[src/rtl/flags_unit.sv]
// Execute-stage condition-flag producer: combinational NZCV from the ALU operands plus the
// architectural {N,Z,C,V} register, with a multi-cycle flag-setting multiply path.
module flags_unit #(
  parameter int WIDTH   = 32,
  parameter int MUL_LAT = 3
) (
  input  logic             clk,
  input  logic             reset,
  input  logic             stall,
  input  logic             flush,
  input  logic [1:0]       ALUControl,
  input  logic [WIDTH-1:0] SrcA,
  input  logic [WIDTH-1:0] SrcB,
  input  logic [1:0]       FlagsWrite,
  input  logic             CondEx,
  input  logic             MulStart,
  input  logic [WIDTH-1:0] MulResult,
  output logic [3:0]       ALUFlags,
  output logic [3:0]       Flags,
  output logic             FlagsValid,
  output logic             FlagsStall
);

  typedef enum logic {IDLE, BUSY} state_t;

  state_t           state;
  logic [3:0]       cnt;
  logic             sub;
  logic [WIDTH-1:0] b_eff;
  logic [WIDTH:0]   wide;
  logic [WIDTH-1:0] res;
  logic             carry;
  logic             ovf;
  logic             en;

  // SUB is A + ~B + 1, so a single adder covers both and V uses the effective B sign.
  always_comb begin
    sub   = (ALUControl == 2'b01);
    b_eff = sub ? ~SrcB : SrcB;
    wide  = {1'b0, SrcA} + {1'b0, b_eff} + {{WIDTH{1'b0}}, sub};
    res   = wide[WIDTH-1:0];
    carry = 1'b0;
    ovf   = 1'b0;
    case (ALUControl)
      2'b00, 2'b01: begin
        carry = wide[WIDTH];
        ovf   = (SrcA[WIDTH-1] == b_eff[WIDTH-1]) & (res[WIDTH-1] != SrcA[WIDTH-1]);
      end
      2'b10:   res = SrcA & SrcB;
      default: res = SrcA | SrcB;
    endcase
    ALUFlags = {res[WIDTH-1], (res == '0), carry, ovf};
  end

  assign en         = ~stall & ~flush & CondEx & (state == IDLE);
  assign FlagsStall = ~FlagsValid;

  always_ff @(posedge clk) begin
    if (reset) begin
      state      <= IDLE;
      cnt        <= '0;
      Flags      <= '0;
      FlagsValid <= 1'b1;
    end else begin
      case (state)
        IDLE: begin
          if (en) begin
            if (MulStart) begin
              state      <= BUSY;
              cnt        <= 4'(MUL_LAT - 1);
              FlagsValid <= 1'b0;
            end else begin
              if (FlagsWrite[1]) Flags[3:2] <= ALUFlags[3:2];
              if (FlagsWrite[0]) Flags[1:0] <= ALUFlags[1:0];
            end
          end
        end
        BUSY: begin
          // Multiply is older than anything in flight, so stall/flush cannot hold it.
          if (cnt == '0) begin
            Flags[3:2] <= {MulResult[WIDTH-1], (MulResult == '0)};
            state      <= IDLE;
            FlagsValid <= 1'b1;
          end else begin
            cnt <= cnt - 4'd1;
          end
        end
        default: state <= IDLE;
      endcase
    end
  end

endmodule

[config.mk]
export PLATFORM = sky130hd
export DESIGN_NAME = flags_unit
export DESIGN_NICKNAME = d
export VERILOG_FILES = /design/src/rtl/flags_unit.sv
export SDC_FILE = /design/constraint.sdc
export NUM_CORES = 1
export LEC_CHECK = 0
export ABC_AREA = 1
export CAP_MARGIN = 30
export CORE_AREA = 2 2 98 100
export DETAILED_ROUTE_END_ITERATION = 10
export DIE_AREA = 0 0 100 102
export HOLD_SLACK_MARGIN = 0.12
export PLACE_DENSITY = 0.76
export SLEW_MARGIN = 40
export SYNTH_ARGS = -nofsm -noshare
export SYNTH_HDL_FRONTEND = slang
export SYNTH_SLANG_ARGS = --single-unit
[constraint.sdc]
create_clock -name clk -period 5.5 [get_ports clk]
set_input_delay 0.55 -clock clk [delete_from_list [all_inputs] [get_ports clk]]
set_output_delay 0.55 -clock clk [all_outputs]
set_load 0.01 [all_outputs]
==> metrics, run 1 <==
Via-to-Cell Ratio between 5 and 6; Post-Synth XOR/XNOR Area around 7.5%; Port Buffers ~120; Yosys warning count 0; worst slew margin relative to its limit 48.9%; hold buffer count at cts 0; nets roughly 1,100; worst vdd ir just under 60 uV; post-synthesis compound-gate area fraction about 12%; library cells used by synthesis 35; Synth Register Bits 10; period utilization about nine tenths; Core ar. ~9100 um^2; dpl hpwl ~11,000 um; skew final 0.00506 ns; worst skew pair latency approximately 0.24 ns; Post-synth ARST share 0%; Vias 5,136; RSZ-0062 raised after global routing false; Clk pin slew, worst setup/hold paths around 0.050 ns; max-slew violation count 0; CTS tree yes; crit-path max FO 16; vias in the first global route between 4,000 and 5,000; row cnt 35; Top FF cell, synth dfxtp_1; grt total ovfl 0; residual DRC count 0; synthesized-area fraction occupied by adder cells around 12%; CP endpoint kind primary output; CP Class in -> out; max-cap violation count 0; I/O Pins about 120; CP Data Arrival Time approximately 4.4 ns; WP data required slightly below 5 ns; WL/cell around 13 um; Hold Path Class reg -> reg; P&R area growth vs syn 32.1%; routed wire length ~13,000 um; Post-synth EDFFs 0; Clock H-tree levels 1; Final WS setup around 0.57 ns; Worst Max-Slew Pin Slew 0.765 ns; Die ar. about 10,000 um^2; GPL Wtd Cong 0.942; pwr/cell area 143 nW/um^2; Worst setup SP type input port; Hold Vio Cnt, Final 0; PostCTS Resize Cnt 0; DIE WIDTH about 100 um; Setup WS pre-CTS 0.604 ns; Max Freq about 200 MHz; Max clock buf depth 2; Register Area 200 um^2; outcome complete, no violations; initial detailed-routing violation count slightly below 300; Sum Neg Setup Slack 0 ns; Mapped Avg Cell Area between 5 and 6 um^2; largest net degree at the start of global routing 22; diode count 0; Clock Sinks 10; number of fill cells in the layout ~1,000; postcts setup bufs 0; final setup fails 0; TritonCTS buffer count 3; most common cell after layout, fill and taps aside nand2_1; LEAKAGE around 0.0028 uW; first-pass GRT wire length 21,600 um; ratio of cells with drive above 1 in the final layout 2.41%; die height just over 100 um; Post-Synthesis Cell Area 4090 um^2; Post-Syn Nets roughly 950; minimum clock period between 4 and 5 ns; mux contribution to synthesized area 0%; first-pass iteration count of the detailed router 5; register area share after synthesis under 10%; area of the multi-input gates 3320 um^2; simple logic cell fraction of the synthesized area around half; commonest non-fill, non-tap cells in the layout nand2_1, inv_1, clkdlybuf4s50_1, nor2_1, nand3_1; post-synthesis cell count 800; largest family of logic cells by synthesized area simple AND/OR/NAND/NOR gates; clk root buf clkbuf_8; Starting Density 44.9%; Routed Antenna Nets 0; GRT Total Usage around a quarter; antenna violations before repair 0
## cell families after synthesis
kind of cell	count (synthesis)
flops	10
xor+xnor	35
compound gates	93
buf+inv	146
simple gates	477
fa+ha+maj	39
## critical path, cell delays in order
cell and delay [ns]:
clkdlybuf4s50_1 0.43, inv_2 0.24, nand2_2 0.21, buf_4 0.27, xnor2_1 0.16, ha_1 0.37
nand2_1 0.11, nor2_1 0.14, inv_1 0.07, nor3_1 0.44, nand3_1 0.23, nand2_1 0.12
nand2_1 0.05, nand2_1 0.06, nand2_1 0.06, nand2_1 0.10, nand4_1 0.10, a21oi_1 0.11
clkdlybuf4s50_1 0.55
## state kept, by name, indices dropped and copies added (netlist names)
signal and cells:
Flags 4, FlagsValid 1, cnt 4, state 1
## cell type report
type / count / share of cell area (%)
multi-input cells: 644 / 61.5
repair buffers: 118 / 21.7
inverters: 136 / 9.45
flip-flops and latches: 10 / 3.71
well taps: 111 / 2.57
clock buffers: 4 / 1.02
## metal layers
| metal | part of all wire [%] | track usage, % | up-vias | wire, um |
|---|---|---|---|---|
| met4 | 1.3 | 4.95 | 0 | 163 |
| met1 | 49 | 34.2 | 2196 | 6290 |
| met2 | 44 | 45.8 | 156 | 5680 |
| met3 | 5.8 | 2.39 | 15 | 744 |
| met5 | 0 | 0 | - | 0 |
| li1 | - | - | 2769 | - |
## power by group
part | switching [uW] | internal (uW)
logic | 353 | 249
registers | 1.19 | 75.0
clock network | 30.2 | 63.0
total | 384 | 387
## synth_stat cells (6+ instances only)
cell	number	area, um^2
a21oi_1	48	240
nand2_2	7	43.8
dfxtp_1	10	200
inv_1	134	503
xnor2_1	29	254
nand3_1	70	350
xor2_1	6	52.6
nor4_1	8	50.1
nor2_1	102	383
o21ai_0	32	160
nand2_1	250	938
ha_1	38	475
nand3b_1	8	60.1
nand4_1	11	68.8
nor3_1	13	65.1
## stage by stage
stage | utilization (%) | total power (uW) | std cells | area (um^2) | hold WS [ns]
6_report | 59.3 | 771 | 1023 | 5400 | 0.521
5_1_grt | 59.3 | 860 | 1023 | 5400 | 0.560
4_1_cts | 59.3 | 768 | 1023 | 5400 | 0.512
3_5_place_dp | 58.7 | 670 | 1019 | 5350 | 0.504
3_3_place_gp | 58.7 | 668 | 1019 | 5350 | 0.494
2_1_floorplan | - | 471 | 800 | 4090 | 0.477
## final timing paths
kind         cells after the start                 from                   to  slack (ns)
max reg2reg                     10  cnt[0]$_SDFFE_PP0P_  cnt[2]$_SDFFE_PP0P_        3.94
min                              2  cnt[3]$_SDFFE_PP0P_  cnt[3]$_SDFFE_PP0P_        0.52
min reg2reg                      2  cnt[3]$_SDFFE_PP0P_  cnt[3]$_SDFFE_PP0P_        0.52
max                             19        ALUControl[1]          ALUFlags[2]        0.57
No activity file was read; power rests on OpenSTA's default activity.
==> run 2, diff against run 1 <==
--- a/config.mk
+++ b/config.mk
@@ -7,9 +7,9 @@
 export LEC_CHECK = 0
 export ABC_AREA = 1
 export CAP_MARGIN = 30
-export CORE_AREA = 2 2 98 100
+export CORE_AREA = 2 2 103 95
 export DETAILED_ROUTE_END_ITERATION = 10
-export DIE_AREA = 0 0 100 102
+export DIE_AREA = 0 0 105 97
 export HOLD_SLACK_MARGIN = 0.12
 export PLACE_DENSITY = 0.76
 export SLEW_MARGIN = 40
==> constraint.sdc (replaced) <==
create_clock -name clk -period 5.5 [get_ports clk]
set_input_delay 0.55 -clock clk [delete_from_list [all_inputs] [get_ports clk]]
set_output_delay 0.55 -clock clk [all_outputs]
set_load 0.05 [all_outputs]
==> metrics, run 2 (synthesized netlist as in run 1, its figures left out) <==
outcome complete, no violations; row cnt 33 (-5.7%); Routed Antenna Nets 0 (unchanged); routed wire length 14,600 um (+13%); Core ar. 9000 um^2 (-1.2%); Clock H-tree levels 1 (unchanged); hold path depth 2 (unchanged); worst setup path start ALUControl[1]; largest net degree at the start of global routing 30 (+36%); WP data required 4.95 ns (about the same); minimum clock period 4.89 ns (-0.0380 ns); P&R area growth vs syn 32.3%; CP Class in -> out; Max Freq 205 MHz (+0.78%); Die ar. 10,200 um^2 (-0.15%); worst slew margin relative to its limit 54.7% (+5.8 points); DIE WIDTH 105 um (+5.0%); WL/cell 14.1 um (+12%); ratio of cells with drive above 1 in the final layout 2.74% (+0.33 points); pwr/cell area 148 nW/um^2 (+3.6%); initial detailed-routing violation count 376 (+29%); first-pass GRT wire length 23,600 um (+9.1%); GPL Wtd Cong 1.04 (+10%); Hold Vio Cnt, Final 0 (unchanged); worst skew pair latency 0.23 ns (about the same); LEAKAGE 0.00279 uW (+0.17%); Clk pin slew, worst setup/hold paths 0.05 ns (about the same); Worst setup SP type input port; period utilization 88.9% (-0.69 points); Crit path top cell by count nand2_1; residual DRC count 0 (unchanged); I/O Pins 116 (unchanged); max-cap violation count 0 (unchanged); switching power 415 uW (+7.9%); TritonCTS buffer count 3 (unchanged); CTS tree yes; slowest CP cell clkdlybuf4s50_1; postcts setup bufs 0 (unchanged); Comb pwr share 79.1% (+1.1 points); crit-path max FO 29 (+13); RSZ-0062 raised after global routing false; Vias 5,435 (+5.8%); Clock Sinks 10 (unchanged); sequential share of power 9.5% (-0.4 points); Max clock buf depth 2 (unchanged); Port Buffers 115 (unchanged); PostCTS Resize Cnt 0 (unchanged); worst flop-to-flop path startpoint cnt[0]$_SDFFE_PP0P_; dpl hpwl 12,800 um (+13%); hold wc startpoint Flags[0]$_SDFFE_PP0P_; Int Pwr 386 uW (-0.27%); vias in the first global route 5,066 (+4.9%); Final WS setup 0.611 ns (+0.0380 ns); worst r2r path cells 10 (unchanged); switch share 51.8% (+2.0 points); commonest non-fill, non-tap cells in the layout nand2_1, inv_1, clkdlybuf4s50_1, nor2_1, nand3_1; total power 801 uW (+3.8%); Sum Neg Setup Slack 0 ns (unchanged); clk root buf clkbuf_8; Worst Max-Slew Pin Slew 0.679 ns (-0.0864 ns); Setup WS pre-CTS 0.709 ns (+0.105 ns); final core occ 60.1% (+0.81 points); GRT Total Usage 27.9% (+2.2 points); non-filler cells, final 1,033 (+0.98%); leading registers by flop count Flags x4, cnt x4; worst vdd ir 78.5 uV (+34%); CP endpoint kind primary output; final setup fails 0 (unchanged); Hold Path Class reg -> reg; die height 97 um (-4.9%); skew final 0.000370 ns (-0.00469 ns); grt total ovfl 0 (unchanged); Clock power frac 11.3% (-0.8 points); antenna violations before repair 0 (unchanged); dpl cells 1,029 (+0.98%); first-pass iteration count of the detailed router 5 (unchanged); most common cell after layout, fill and taps aside nand2_1; diode count 0 (unchanged); CP Cell Sequence clkdlybuf4s50_1 -> inv_2 -> nand2_2 -> buf_4 -> xor2_1 -> inv_1 -> ha_1 -> nand2_1 -> inv_1 -> nand2_1 -> nor2_1 -> nand2_1 -> nand3_1 -> nand3b_1 -> nand2_1 -> nand2_1 -> nand3_1 -> nand2_1 -> nor2_2 -> nand4_1 -> a21oi_1 -> buf_12; max-slew violation count 0 (unchanged); Starting Density 45.4% (+0.54 points); hold buffer count at cts 0 (unchanged); Max stage delay on crit path 0.49 ns (-0.06 ns); Via-to-Cell Ratio 5.26 (+4.8%); number of fill cells in the layout 979 (-2.3%); CP Data Arrival Time 4.34 ns (-0.04 ns); nets 1,057 (-0.095%)
-- run 2: power by group through the flow --
stage	clock, uW	sequential [uW]	combinational, uW
6_report	90.8	76.3	633
5_1_grt	98.3	76.3	706
4_1_cts	92.0	76.2	621
3_5_place_dp	0	77.6	618
3_3_place_gp	0	77.5	609
2_1_floorplan	0	81.5	403
-- run 2: path summary, 6_finish.rpt --
kind	endpoint	slack, ns
max reg2reg	cnt[3]$_SDFFE_PP0P_	3.89
max	ALUFlags[2]	0.61
min	Flags[0]$_SDFFE_PP0P_	0.54
min reg2reg	Flags[0]$_SDFFE_PP0P_	0.54
-- run 2: area by class of cell --
class	count	area, um^2	area share (%)
repair buffers	117	1170	21.6
clock buffers	4	55.1	1.02
flip-flops and latches	10	200	3.70
inverters	136	510	9.44
well taps	122	153	2.82
multi-input cells	644	3320	61.4
-- run 2: routing by layer --
layer / track usage [%] / wire length [um]
met1: 38.4 / 6640
met2: 44.3 / 6000
met3: 5.59 / 1610
met4: 7.38 / 314
met5: 0 / 0
-- run 2: worst max-delay path, delay by kind of cell --
family | cells | cell delay (ns)
fa+ha+maj | 1 | 0.29
simple gates | 13 | 1.45
compound gates | 1 | 0.31
buf+inv | 6 | 1.46
xor+xnor | 1 | 0.27
-- run 2: through the flow --
| step | instance area (um^2) | hold slack, ns |
|---|---|---|
| after floorplan | 4090 | 0.477 |
| after global placement | 5360 | 0.496 |
| after detailed placement | 5360 | 0.526 |
| after CTS | 5410 | 0.528 |
| after global routing | 5410 | 0.551 |
| final | 5410 | 0.538 |
==> run 3, diff against run 2 <==
--- a/config.mk
+++ b/config.mk
@@ -8,6 +8,7 @@
 export ABC_AREA = 1
 export CAP_MARGIN = 30
 export CORE_AREA = 2 2 103 95
+export CTS_CLUSTER_SIZE = 12
 export DETAILED_ROUTE_END_ITERATION = 10
 export DIE_AREA = 0 0 105 97
 export HOLD_SLACK_MARGIN = 0.12
==> results of run 3 <==
Final layout, timing and power as in run 2 (identical DEF).
